==> config.mk <==
export PLATFORM = sky130hd
export DESIGN_NAME = mem_access_ctrl
export DESIGN_NICKNAME = d
export VERILOG_FILES = /design/src/rtl/mem_access_ctrl.sv
export SDC_FILE = /design/constraint.sdc
export NUM_CORES = 1
export LEC_CHECK = 0
export ABC_AREA = 1
export CAP_MARGIN = 40
export CORE_ASPECT_RATIO = 1.1
export CORE_MARGIN = 2
export CORE_UTILIZATION = 45
export CTS_CLUSTER_DIAMETER = 120
export DETAILED_ROUTE_END_ITERATION = 10
export PLACE_DENSITY = 0.89
export SLEW_MARGIN = 20
export SYNTH_ARGS = -nofsm -noshare
export SYNTH_HDL_FRONTEND = slang
export SYNTH_SLANG_ARGS = --single-unit
==> constraint.sdc <==
create_clock -name clk -period 2.85 [get_ports clk]
set_input_delay 0.855 -clock clk [delete_from_list [all_inputs] [get_ports clk]]
set_output_delay 0.855 -clock clk [all_outputs]
set_load 0.02 [all_outputs]
==> src/rtl/mem_access_ctrl.sv <==
// Data-memory access controller: formats byte/half/word stores into lanes, extends loads,
// and runs a req/ack handshake with a bounded wait before aborting with error.
module mem_access_ctrl #(
    parameter int unsigned TIMEOUT_CYCLES = 255
) (
    input  logic        clk,
    input  logic        rst,
    input  logic        start,
    input  logic        mem_write,
    input  logic [1:0]  size,
    input  logic        load_signed,
    input  logic [31:0] addr,
    input  logic [31:0] store_data,
    output logic        busy,
    output logic        done,
    output logic        error,
    output logic [31:0] load_data,
    output logic        dmem_req,
    output logic        dmem_we,
    output logic [31:0] dmem_addr,
    output logic [3:0]  dmem_be,
    output logic [31:0] dmem_wdata,
    input  logic [31:0] dmem_rdata,
    input  logic        dmem_ack
);

    localparam int unsigned CntW = (TIMEOUT_CYCLES > 1) ? $clog2(TIMEOUT_CYCLES) : 1;
    localparam logic [CntW-1:0] CntLast = CntW'(TIMEOUT_CYCLES - 1);

    typedef enum logic [1:0] {
        StIdle,
        StReq,
        StDone,
        StErr
    } state_e;

    state_e          state_q, state_d;
    logic [CntW-1:0] cnt_q, cnt_d;
    logic            mw_q, mw_d;
    logic [1:0]      size_q, size_d;
    logic            sgn_q, sgn_d;
    logic [1:0]      lo_q, lo_d;
    logic            req_q, req_d;
    logic            we_q, we_d;
    logic [31:0]     addr_q, addr_d;
    logic [3:0]      be_q, be_d;
    logic [31:0]     wdata_q, wdata_d;
    logic [31:0]     ld_q, ld_d;

    logic            legal;
    logic [3:0]      fmt_be;
    logic [31:0]     fmt_wdata;
    logic [7:0]      rd_byte;
    logic [15:0]     rd_half;
    logic [31:0]     rd_ext;

    always_comb begin
        legal     = 1'b0;
        fmt_be    = 4'b0000;
        fmt_wdata = 32'h0;
        case (size)
            2'b00: begin
                legal     = 1'b1;
                fmt_be    = 4'b0001 << addr[1:0];
                fmt_wdata = {4{store_data[7:0]}};
            end
            2'b01: begin
                legal     = ~addr[0];
                fmt_be    = addr[1] ? 4'b1100 : 4'b0011;
                fmt_wdata = {2{store_data[15:0]}};
            end
            2'b10: begin
                legal     = (addr[1:0] == 2'b00);
                fmt_be    = 4'b1111;
                fmt_wdata = store_data;
            end
            default: begin
                legal = 1'b0;
            end
        endcase
    end

    // Lane selection uses the offset latched at start, not the live addr input.
    always_comb begin
        rd_byte = 8'h0;
        case (lo_q)
            2'b00:   rd_byte = dmem_rdata[7:0];
            2'b01:   rd_byte = dmem_rdata[15:8];
            2'b10:   rd_byte = dmem_rdata[23:16];
            default: rd_byte = dmem_rdata[31:24];
        endcase
        rd_half = lo_q[1] ? dmem_rdata[31:16] : dmem_rdata[15:0];
        case (size_q)
            2'b00:   rd_ext = {{24{sgn_q & rd_byte[7]}}, rd_byte};
            2'b01:   rd_ext = {{16{sgn_q & rd_half[15]}}, rd_half};
            default: rd_ext = dmem_rdata;
        endcase
    end

    always_comb begin
        state_d = state_q;
        cnt_d   = cnt_q;
        mw_d    = mw_q;
        size_d  = size_q;
        sgn_d   = sgn_q;
        lo_d    = lo_q;
        req_d   = req_q;
        we_d    = we_q;
        addr_d  = addr_q;
        be_d    = be_q;
        wdata_d = wdata_q;
        ld_d    = ld_q;

        case (state_q)
            StIdle: begin
                if (start) begin
                    if (legal) begin
                        mw_d    = mem_write;
                        size_d  = size;
                        sgn_d   = load_signed;
                        lo_d    = addr[1:0];
                        req_d   = 1'b1;
                        we_d    = mem_write;
                        addr_d  = {addr[31:2], 2'b00};
                        be_d    = fmt_be;
                        wdata_d = mem_write ? fmt_wdata : 32'h0;
                        cnt_d   = '0;
                        state_d = StReq;
                    end else begin
                        state_d = StErr;
                    end
                end
            end
            StReq: begin
                if (dmem_ack) begin
                    req_d   = 1'b0;
                    we_d    = 1'b0;
                    state_d = StDone;
                    if (!mw_q) begin
                        ld_d = rd_ext;
                    end
                end else if (cnt_q == CntLast) begin
                    req_d   = 1'b0;
                    we_d    = 1'b0;
                    state_d = StErr;
                end else begin
                    cnt_d = cnt_q + CntW'(1);
                end
            end
            StDone:  state_d = StIdle;
            StErr:   state_d = StIdle;
            default: state_d = StIdle;
        endcase
    end

    always_ff @(posedge clk) begin
        if (rst) begin
            state_q <= StIdle;
            cnt_q   <= '0;
            mw_q    <= 1'b0;
            size_q  <= 2'b00;
            sgn_q   <= 1'b0;
            lo_q    <= 2'b00;
            req_q   <= 1'b0;
            we_q    <= 1'b0;
            addr_q  <= 32'h0;
            be_q    <= 4'h0;
            wdata_q <= 32'h0;
            ld_q    <= 32'h0;
        end else begin
            state_q <= state_d;
            cnt_q   <= cnt_d;
            mw_q    <= mw_d;
            size_q  <= size_d;
            sgn_q   <= sgn_d;
            lo_q    <= lo_d;
            req_q   <= req_d;
            we_q    <= we_d;
            addr_q  <= addr_d;
            be_q    <= be_d;
            wdata_q <= wdata_d;
            ld_q    <= ld_d;
        end
    end

    assign busy       = (state_q != StIdle);
    assign done       = (state_q == StDone) || (state_q == StErr);
    assign error      = (state_q == StErr);
    assign load_data  = ld_q;
    assign dmem_req   = req_q;
    assign dmem_we    = we_q;
    assign dmem_addr  = addr_q;
    assign dmem_be    = be_q;
    assign dmem_wdata = wdata_q;

endmodule

==> results.yml, run 1 <==
floorplan:
  die_extent_in_y_um: 119.0
  pin_count: 209
  die_outline_area_um2: 12920
  floorplan.core_area_um2: 11880
  row_count: 42
  effective_utilization_at_floorplan_pct: 45.58
  die_w_um: 108.6
setup_path:
  worstPathCellList: "nor2_2, inv_2, clkdlybuf4s50_1"
  critPathRequiredTime_ns: 2.00
  crit_buf_inv: 2
  critical_path.top_delay_family: "buffers and inverters"
  critPathSlowestCell: "sky130_fd_sc_hd__clkdlybuf4s50_1"
  crit_path_max_incr_delay_ns: 0.59
  crit_type: "flip-flop to primary output"
  worst_setup_path_start_kind: "flip-flop"
  path_max_fanout: 3
  element_type_at_the_critical_path_end: "primary output"
  worstPathArrival_ns: 1.53
grt:
  grt_use_total_pct: 27.20
  overflow_left_after_global_routing: 0
  grt_first_pass_wirelength_mm: 27.73
  antenna_violations_before_repair: 0
  grt_start_max_net_pins: 65
  number_of_global_route_vias_before_repair: 5793
sta:
  hold_violations: 0
  unrepaired_setup_endpoints_after_global_routing: "no"
  finalCritPeriodShare_pct: 83.72
  finalClockSkew_ns: 0.008412
  timing_worst_slew_pin_value_ns: 0.5778
  final_period_minus_worst_setup_slack_ns: 2.386
  timing.slew.headroom_pct: 61.36
  slew_viol_final: 0
  max_freq_ghz: 0.4191
  fin_setup_tns_ns: 0
  final_hold_slack_ns: 0.4623
  setup_viol: 0
detailed_routing:
  detail_route_antenna_nets: 0
  post_drt_via_cell_ratio: 5.314
  initialDrtViolationCount: 419
  route.detailed.wl_per_inst_um: 15.25
  dr_total_vias: 6106
  detail_route.drc_violations: 0
  detail_route.first_pass.iterations: 5
  routed_wirelength_mm: 17.52
synthesis:
  synthMuxAreaShare_pct: 0.3699
  register_area_share_after_synthesis_pct: 42.90
  synth-xor-area-share_pct: 0.3236
  yosys.area_share.simple_pct: 28.09
  synth_cell_types: 33
  postSynthAreaPerCell_um2: 6.860
  synth-seq-cells: 116
  synth_adder_area_share_pct: 0.4623
  main_combinational_cell_family_by_area_after_synthesis: "simple AND/OR/NAND/NOR gates"
  syn-cell-area_um2: 5413
  synthCells: 789
  compound_cell_area_share_of_the_yosys_netlist_pct: 18.61
  synth.yosys.warnings: 0
cts:
  clkSlewWorstSetupHoldPaths_ns: 0.05
  clock_tree_from_tritoncts: "built"
  cts-hold-fix-buffers: 0
  clock_tree.buffer_depth: 2
  cts_buffer_count: 17
  cts_htree_levels: 4
  cts_root_buf: "sky130_fd_sc_hd__clkbuf_16"
  clock_insertion_delay_worst_skew_ns: 0.41
  cts.repair_timing.setup_buffer_count: 0
  cts-resized-gates: 0
  cts.sinks: 116
power_and_ir_drop:
  total_switching_power_uw: 1433
  comb_power_share_pct: 20.8
  p_leak_uw: 0.003219
  sw_frac_of_total_pct: 28.93
  power.clock.fraction_pct: 43.2
  p_int_uw: 3520
  power_per_cell_area_nw_per_um2: 605.3
  ir_drop_uv: 376.8
  p_seq_share_pct: 36.1
flow_run:
  number_of_max_capacitance_violations_reported: 0
layout:
  areaGrowthSynthToFinish_pct: 51.16
  finish.net_count: 1088
  post_route_cells_drive_above_1_share_pct: 6.935
  num_antenna_cells: 0
place:
  hpwl_detailed_mm: 12.47
  portBuffers: 206
  gp_congestion: 0.9036
outcome:
  outcome: "completed"
min_path:
  timing.hold.worst.class: "flip-flop to flip-flop"
through the flow:
stage / util [%] / instances / worst slack (ns) / cell area, µm² / total power (µW)
floorplan: - / 790 / 0.9677 / 5416 / 2368
global placement: 63.81 / 1117 / 0.1855 / 7579 / 2821
detailed placement: 63.81 / 1117 / 0.1653 / 7579 / 2837
CTS: 68.89 / 1149 / 0.4473 / 8182 / 4979
global route: 68.89 / 1149 / 0.3832 / 8182 / 5160
finish: 68.89 / 1149 / 0.4640 / 8182 / 4953
cells in the mapped netlist:
| cell type | n | area, µm² |
|---|---|---|
| sky130_fd_sc_hd__xnor2_1 | 1 | 8.760 |
| sky130_fd_sc_hd__conb_1 | 1 | 3.750 |
| sky130_fd_sc_hd__o211ai_1 | 12 | 90.09 |
| sky130_fd_sc_hd__mux2i_1 | 2 | 20.02 |
| sky130_fd_sc_hd__xor2_1 | 1 | 8.760 |
| sky130_fd_sc_hd__or2_2 | 5 | 31.28 |
| sky130_fd_sc_hd__buf_1 | 3 | 11.26 |
| sky130_fd_sc_hd__nand2_2 | 4 | 25.02 |
| sky130_fd_sc_hd__nor3_1 | 2 | 10.01 |
| sky130_fd_sc_hd__a31oi_1 | 2 | 12.51 |
| sky130_fd_sc_hd__buf_6 | 6 | 67.56 |
| sky130_fd_sc_hd__nand3_2 | 2 | 20.02 |
| sky130_fd_sc_hd__nand4_1 | 5 | 31.28 |
| sky130_fd_sc_hd__nand3_1 | 48 | 240.2 |
| sky130_fd_sc_hd__nor2_1 | 80 | 300.3 |
| sky130_fd_sc_hd__inv_2 | 5 | 18.77 |
| sky130_fd_sc_hd__a21oi_1 | 101 | 505.5 |
| sky130_fd_sc_hd__dfxtp_1 | 116 | 2322 |
| sky130_fd_sc_hd__o21a_1 | 1 | 7.510 |
| sky130_fd_sc_hd__clkbuf_1 | 19 | 71.32 |
| sky130_fd_sc_hd__ha_1 | 2 | 25.02 |
| sky130_fd_sc_hd__nand4_4 | 1 | 21.27 |
| sky130_fd_sc_hd__inv_4 | 1 | 6.260 |
| sky130_fd_sc_hd__inv_1 | 55 | 206.5 |
| sky130_fd_sc_hd__nand2_1 | 219 | 822.0 |
| sky130_fd_sc_hd__o21ai_0 | 57 | 285.3 |
| sky130_fd_sc_hd__a22o_1 | 7 | 61.31 |
| sky130_fd_sc_hd__buf_4 | 6 | 45.04 |
| sky130_fd_sc_hd__o21ai_1 | 6 | 30.03 |
| sky130_fd_sc_hd__nor2_2 | 3 | 18.77 |
| sky130_fd_sc_hd__o21bai_1 | 1 | 7.510 |
| sky130_fd_sc_hd__buf_2 | 14 | 70.07 |
| sky130_fd_sc_hd__a211oi_1 | 1 | 7.510 |
layer usage:
metal	share of wire [%]	vias to the layer above	routed length, µm	global-route usage, %
li1	-	2965	-	-
met1	39	2807	6828	30.90
met2	48	283	8480	45.47
met3	9.2	51	1606	8.593
met4	3.5	0	608	13.54
met5	0	-	0	0
cell type report:
type	instances	area (µm²)
Clock inverter	13	150.1
Tap cell	154	192.7
Sequential cell	116	2322
Fill cell	1020	3695
Clock buffer	19	452.9
Inverter	61	231.5
Timing Repair Buffer	221	2235
Multi-Input combinational cell	565	2597
layout by cell type (no fill, tap or decap), types with 2 or more instances in the layout:
master	n
sky130_fd_sc_hd__nand2_2	4
sky130_fd_sc_hd__mux2i_1	2
sky130_fd_sc_hd__o21ai_1	6
sky130_fd_sc_hd__a21oi_1	101
sky130_fd_sc_hd__conb_1	2
sky130_fd_sc_hd__inv_1	55
sky130_fd_sc_hd__nand2_1	219
sky130_fd_sc_hd__inv_6	2
sky130_fd_sc_hd__o211ai_1	12
sky130_fd_sc_hd__o21ai_0	57
sky130_fd_sc_hd__ha_1	2
sky130_fd_sc_hd__a22o_1	7
sky130_fd_sc_hd__a31oi_1	2
sky130_fd_sc_hd__nor2_1	80
sky130_fd_sc_hd__inv_2	5
sky130_fd_sc_hd__clkbuf_8	2
sky130_fd_sc_hd__nor2_2	3
sky130_fd_sc_hd__bufinv_16	2
sky130_fd_sc_hd__nand3_1	48
sky130_fd_sc_hd__buf_12	5
sky130_fd_sc_hd__clkbuf_16	17
sky130_fd_sc_hd__dfxtp_1	116
sky130_fd_sc_hd__or2_2	5
sky130_fd_sc_hd__nand3_2	2
sky130_fd_sc_hd__clkdlybuf4s50_1	205
sky130_fd_sc_hd__nand4_1	5
sky130_fd_sc_hd__buf_4	11
sky130_fd_sc_hd__nor3_1	2
sky130_fd_sc_hd__clkinv_4	4
sky130_fd_sc_hd__clkinvlp_4	5
registers in the layout, summed over array words and instances, names as in the netlist:
name	count
dmem_addr	30
mw_q	1
cnt_q	8
sgn_q	1
state_q	2
lo_q	2
dmem_be	4
dmem_req	1
dmem_wdata	32
dmem_we	1
load_data	32
size_q	2
worst reg2reg max path, delay by kind of cell, from the launching register on:
family | cells | cell delay (ns)
AND/OR/NAND/NOR | 3 | 0.61
buffers and inverters | 1 | 0.27
flip-flops | 1 | 0.65
AO/OA/AOI/OAI | 3 | 0.31
worst paths after layout:
kind            startpoint             to  slack (ns)  cells past startpoint
max             state_q[0]           busy        0.46                      3
min reg2reg  dmem_addr[26]  dmem_addr[26]        0.46                      2
min          dmem_addr[26]  dmem_addr[26]        0.46                      2
max reg2reg        lo_q[1]   load_data[3]        0.87                      7
power by group through the flow:
| stage | clock network, µW | registers, µW | logic [µW] |
|---|---|---|---|
| floorplan | 0 | 1910 | 455 |
| global placement | 0 | 1810 | 1010 |
| detailed placement | 0 | 1820 | 1020 |
| CTS | 2170 | 1790 | 1030 |
| global route | 2240 | 1800 | 1120 |
| finish | 2140 | 1790 | 1030 |
kinds of logic after synthesis:
kind of cell | Yosys count
AND/OR/NAND/NOR | 369
AO/OA/AOI/OAI | 188
flip-flops | 116
buffers and inverters | 109
adder cells (fa/ha/maj) | 2
XOR/XNOR | 2
multiplexers | 2
other | 1
Power figures use the tool's default switching activity.
==> run 2: changes to the inputs <==
--- a/config.mk
+++ b/config.mk
@@ -9,10 +9,10 @@
 export CAP_MARGIN = 40
 export CORE_ASPECT_RATIO = 1.1
 export CORE_MARGIN = 2
-export CORE_UTILIZATION = 45
+export CORE_UTILIZATION = 40
 export CTS_CLUSTER_DIAMETER = 120
 export DETAILED_ROUTE_END_ITERATION = 10
-export PLACE_DENSITY = 0.89
+export PLACE_DENSITY = 0.84
 export SLEW_MARGIN = 20
 export SYNTH_ARGS = -nofsm -noshare
 export SYNTH_HDL_FRONTEND = slang
==> constraint.sdc (replaced) <==
create_clock -name clk -period 2 [get_ports clk]
set_input_delay 0.6 -clock clk [delete_from_list [all_inputs] [get_ports clk]]
set_output_delay 0.6 -clock clk [all_outputs]
set_load 0.02 [all_outputs]
==> run 2 against run 1 <==
Effect of this change:
- sequential cell count stayed put
- critical path depth is 2 lower
- die area up 12%
- via count fell by 0.36%
- worst hold slack worse by 0.0040 ns
- setup slack worse by 0.43 ns
- critical path type unchanged
- sequential power grew 42%
==> results.yml, run 2 (synthesis results as in run 1) <==
sta:
  slew_viol_final: 0
  timing.slew.headroom_pct: 65.90
  setup_viol: 0
  max_freq_ghz: 0.5076
  hold_violations: 0
  final_period_minus_worst_setup_slack_ns: 1.970
  finalCritPeriodShare_pct: 98.50
  fin_setup_tns_ns: 0
  finalClockSkew_ns: 0.009328
  unrepaired_setup_endpoints_after_global_routing: "no"
  timing_worst_slew_pin_value_ns: 0.5110
  finalWorstSetupSlack_ns: 0.02997
floorplan:
  row_count: 44
  effective_utilization_at_floorplan_pct: 40.97
  floorplan.core_area_um2: 13210
  die_w_um: 114.9
  die_outline_area_um2: 14480
  pin_count: 209
  die_extent_in_y_um: 126.0
setup_path:
  worstPathArrival_ns: 1.37
  critPathRequiredTime_ns: 1.40
  crit_buf_inv: 1
  worstPathCellList: "clkdlybuf4s50_1"
  element_type_at_the_critical_path_end: "primary output"
  critPathSlowestCell: "sky130_fd_sc_hd__clkdlybuf4s50_1"
  worst_setup_path_start_kind: "flip-flop"
  critical_path.top_delay_family: "buffers and inverters"
  crit_path_max_incr_delay_ns: 0.64
  crit_type: "flip-flop to primary output"
  path_max_fanout: 2
place:
  hpwl_detailed_mm: 12.76
  portBuffers: 206
  dp_slack_ns: -0.2512
  gp_congestion: 0.9240
  placed_area_um2: 7863
  dp.cells: 1154
power_and_ir_drop:
  p_leak_uw: 0.004202
  power_per_cell_area_nw_per_um2: 866.0
  p_int_uw: 5413
  total_switching_power_uw: 2055
  power.clock.fraction_pct: 45.4
  comb_power_share_pct: 20.6
  sw_frac_of_total_pct: 27.52
  p_seq_share_pct: 34.0
  ir_drop_uv: 437.2
layout:
  finish.net_count: 1118
  layout_commonest_cell: "sky130_fd_sc_hd__nand2_1"
  fillerInstances: 1124
  final_cell_area_um2: 8623
  areaGrowthSynthToFinish_pct: 59.32
  post_layout_nonfiller_instances: 1186
  most_frequent_cells_in_the_layout: "sky130_fd_sc_hd__nand2_1 (219), sky130_fd_sc_hd__clkdlybuf4s50_1 (157), sky130_fd_sc_hd__dfxtp_1 (116)"
  num_antenna_cells: 0
  post_route_cells_drive_above_1_share_pct: 9.659
flow_run:
  number_of_max_capacitance_violations_reported: 0
min_path:
  timing.hold.worst.class: "flip-flop to flip-flop"
grt:
  overflow_left_after_global_routing: 0
  antenna_violations_before_repair: 0
  grt_use_total_pct: 24.03
  grt_start_max_net_pins: 58
  grt_first_pass_wirelength_mm: 27.53
  number_of_global_route_vias_before_repair: 5652
detailed_routing:
  detail_route.drc_violations: 0
  routed_wirelength_mm: 17.86
  detail_route_antenna_nets: 0
  initialDrtViolationCount: 469
  route.detailed.wl_per_inst_um: 15.06
  post_drt_via_cell_ratio: 5.130
  dr_total_vias: 6084
  detail_route.first_pass.iterations: 6
cts:
  clock_insertion_delay_worst_skew_ns: 0.41
  clkSlewWorstSetupHoldPaths_ns: 0.06
  cts-hold-fix-buffers: 0
  cts.sinks: 116
  cts_root_buf: "sky130_fd_sc_hd__clkbuf_16"
  cts-resized-gates: 6
  cts_buffer_count: 17
  clock_tree.buffer_depth: 2
  cts.repair_timing.setup_buffer_count: 0
  clock_tree_from_tritoncts: "built"
  cts_htree_levels: 4
outcome:
  outcome: "completed"
==> run 2: cell count changes in the layout (fill, tap and decap cells not counted), sizes merged, moves of 3 or more <==
cell	change
buf	+30
bufinv	+3
clkdlybuf4s50	-48
clkinvlp	-4
dlygate4sd2	+6
dlymetal6s2s	+42
==> run 2: layer usage <==
metal | global-route usage, % | vias to the layer above | part of all wire [%] | wire, µm
li1 | - | 2997 | - | -
met2 | 39.03 | 277 | 47 | 8426
met3 | 7.940 | 38 | 9.3 | 1669
met5 | 0 | - | 0 | 0
met1 | 28.73 | 2772 | 40 | 7188
met4 | 10.84 | 0 | 3.2 | 572
==> run 2: layout make-up <==
type	count	area, µm²	share of cell area (%)
clock inverter	14	224.0	2.597
clock buffer	18	439.2	5.093
timing repair buffer	251	2608	30.24
inverter	61	231.5	2.684
sequential	116	2322	26.93
multi-input combinational	565	2597	30.12
tap	161	201.4	2.336
==> run 2: path summary, 6_finish.rpt <==
kind              cells past startpoint           start             end  slack [ns]
hold / removal                        2   dmem_wdata[1]   dmem_wdata[1]        0.46
setup reg to reg                      7         lo_q[1]    load_data[4]        0.34
setup / recovery                      1  dmem_wdata[17]  dmem_wdata[17]        0.03
hold reg to reg                       2   dmem_wdata[1]   dmem_wdata[1]        0.46
==> run 2: tightest hold or removal path: cells and delay by family, from the launching register on <==
family,cells,cell delay (ns)
flip-flops,1,0.30
AND/OR/NAND/NOR,1,0.06
AO/OA/AOI/OAI,1,0.05
==> run 2: stage by stage <==
step                      util, %  power [µW]  hold WS, ns
after global routing        65.27        7775       0.4751
after global placement      59.51        4103       0.4495
final                       65.27        7468       0.4582
after CTS                   64.47        7511       0.4610
after detailed placement    59.51        4127       0.4523
after floorplan                 -        3374       0.4440
==> run 2: power by group through the flow <==
stage / Sequential, µW / Combinational [µW] / Clock [µW]
2_1_floorplan: 2730 / 648 / 0
3_3_place_gp: 2590 / 1520 / 0
3_5_place_dp: 2590 / 1540 / 0
4_1_cts: 2540 / 1540 / 3430
5_1_grt: 2560 / 1670 / 3550
6_report: 2540 / 1540 / 3390
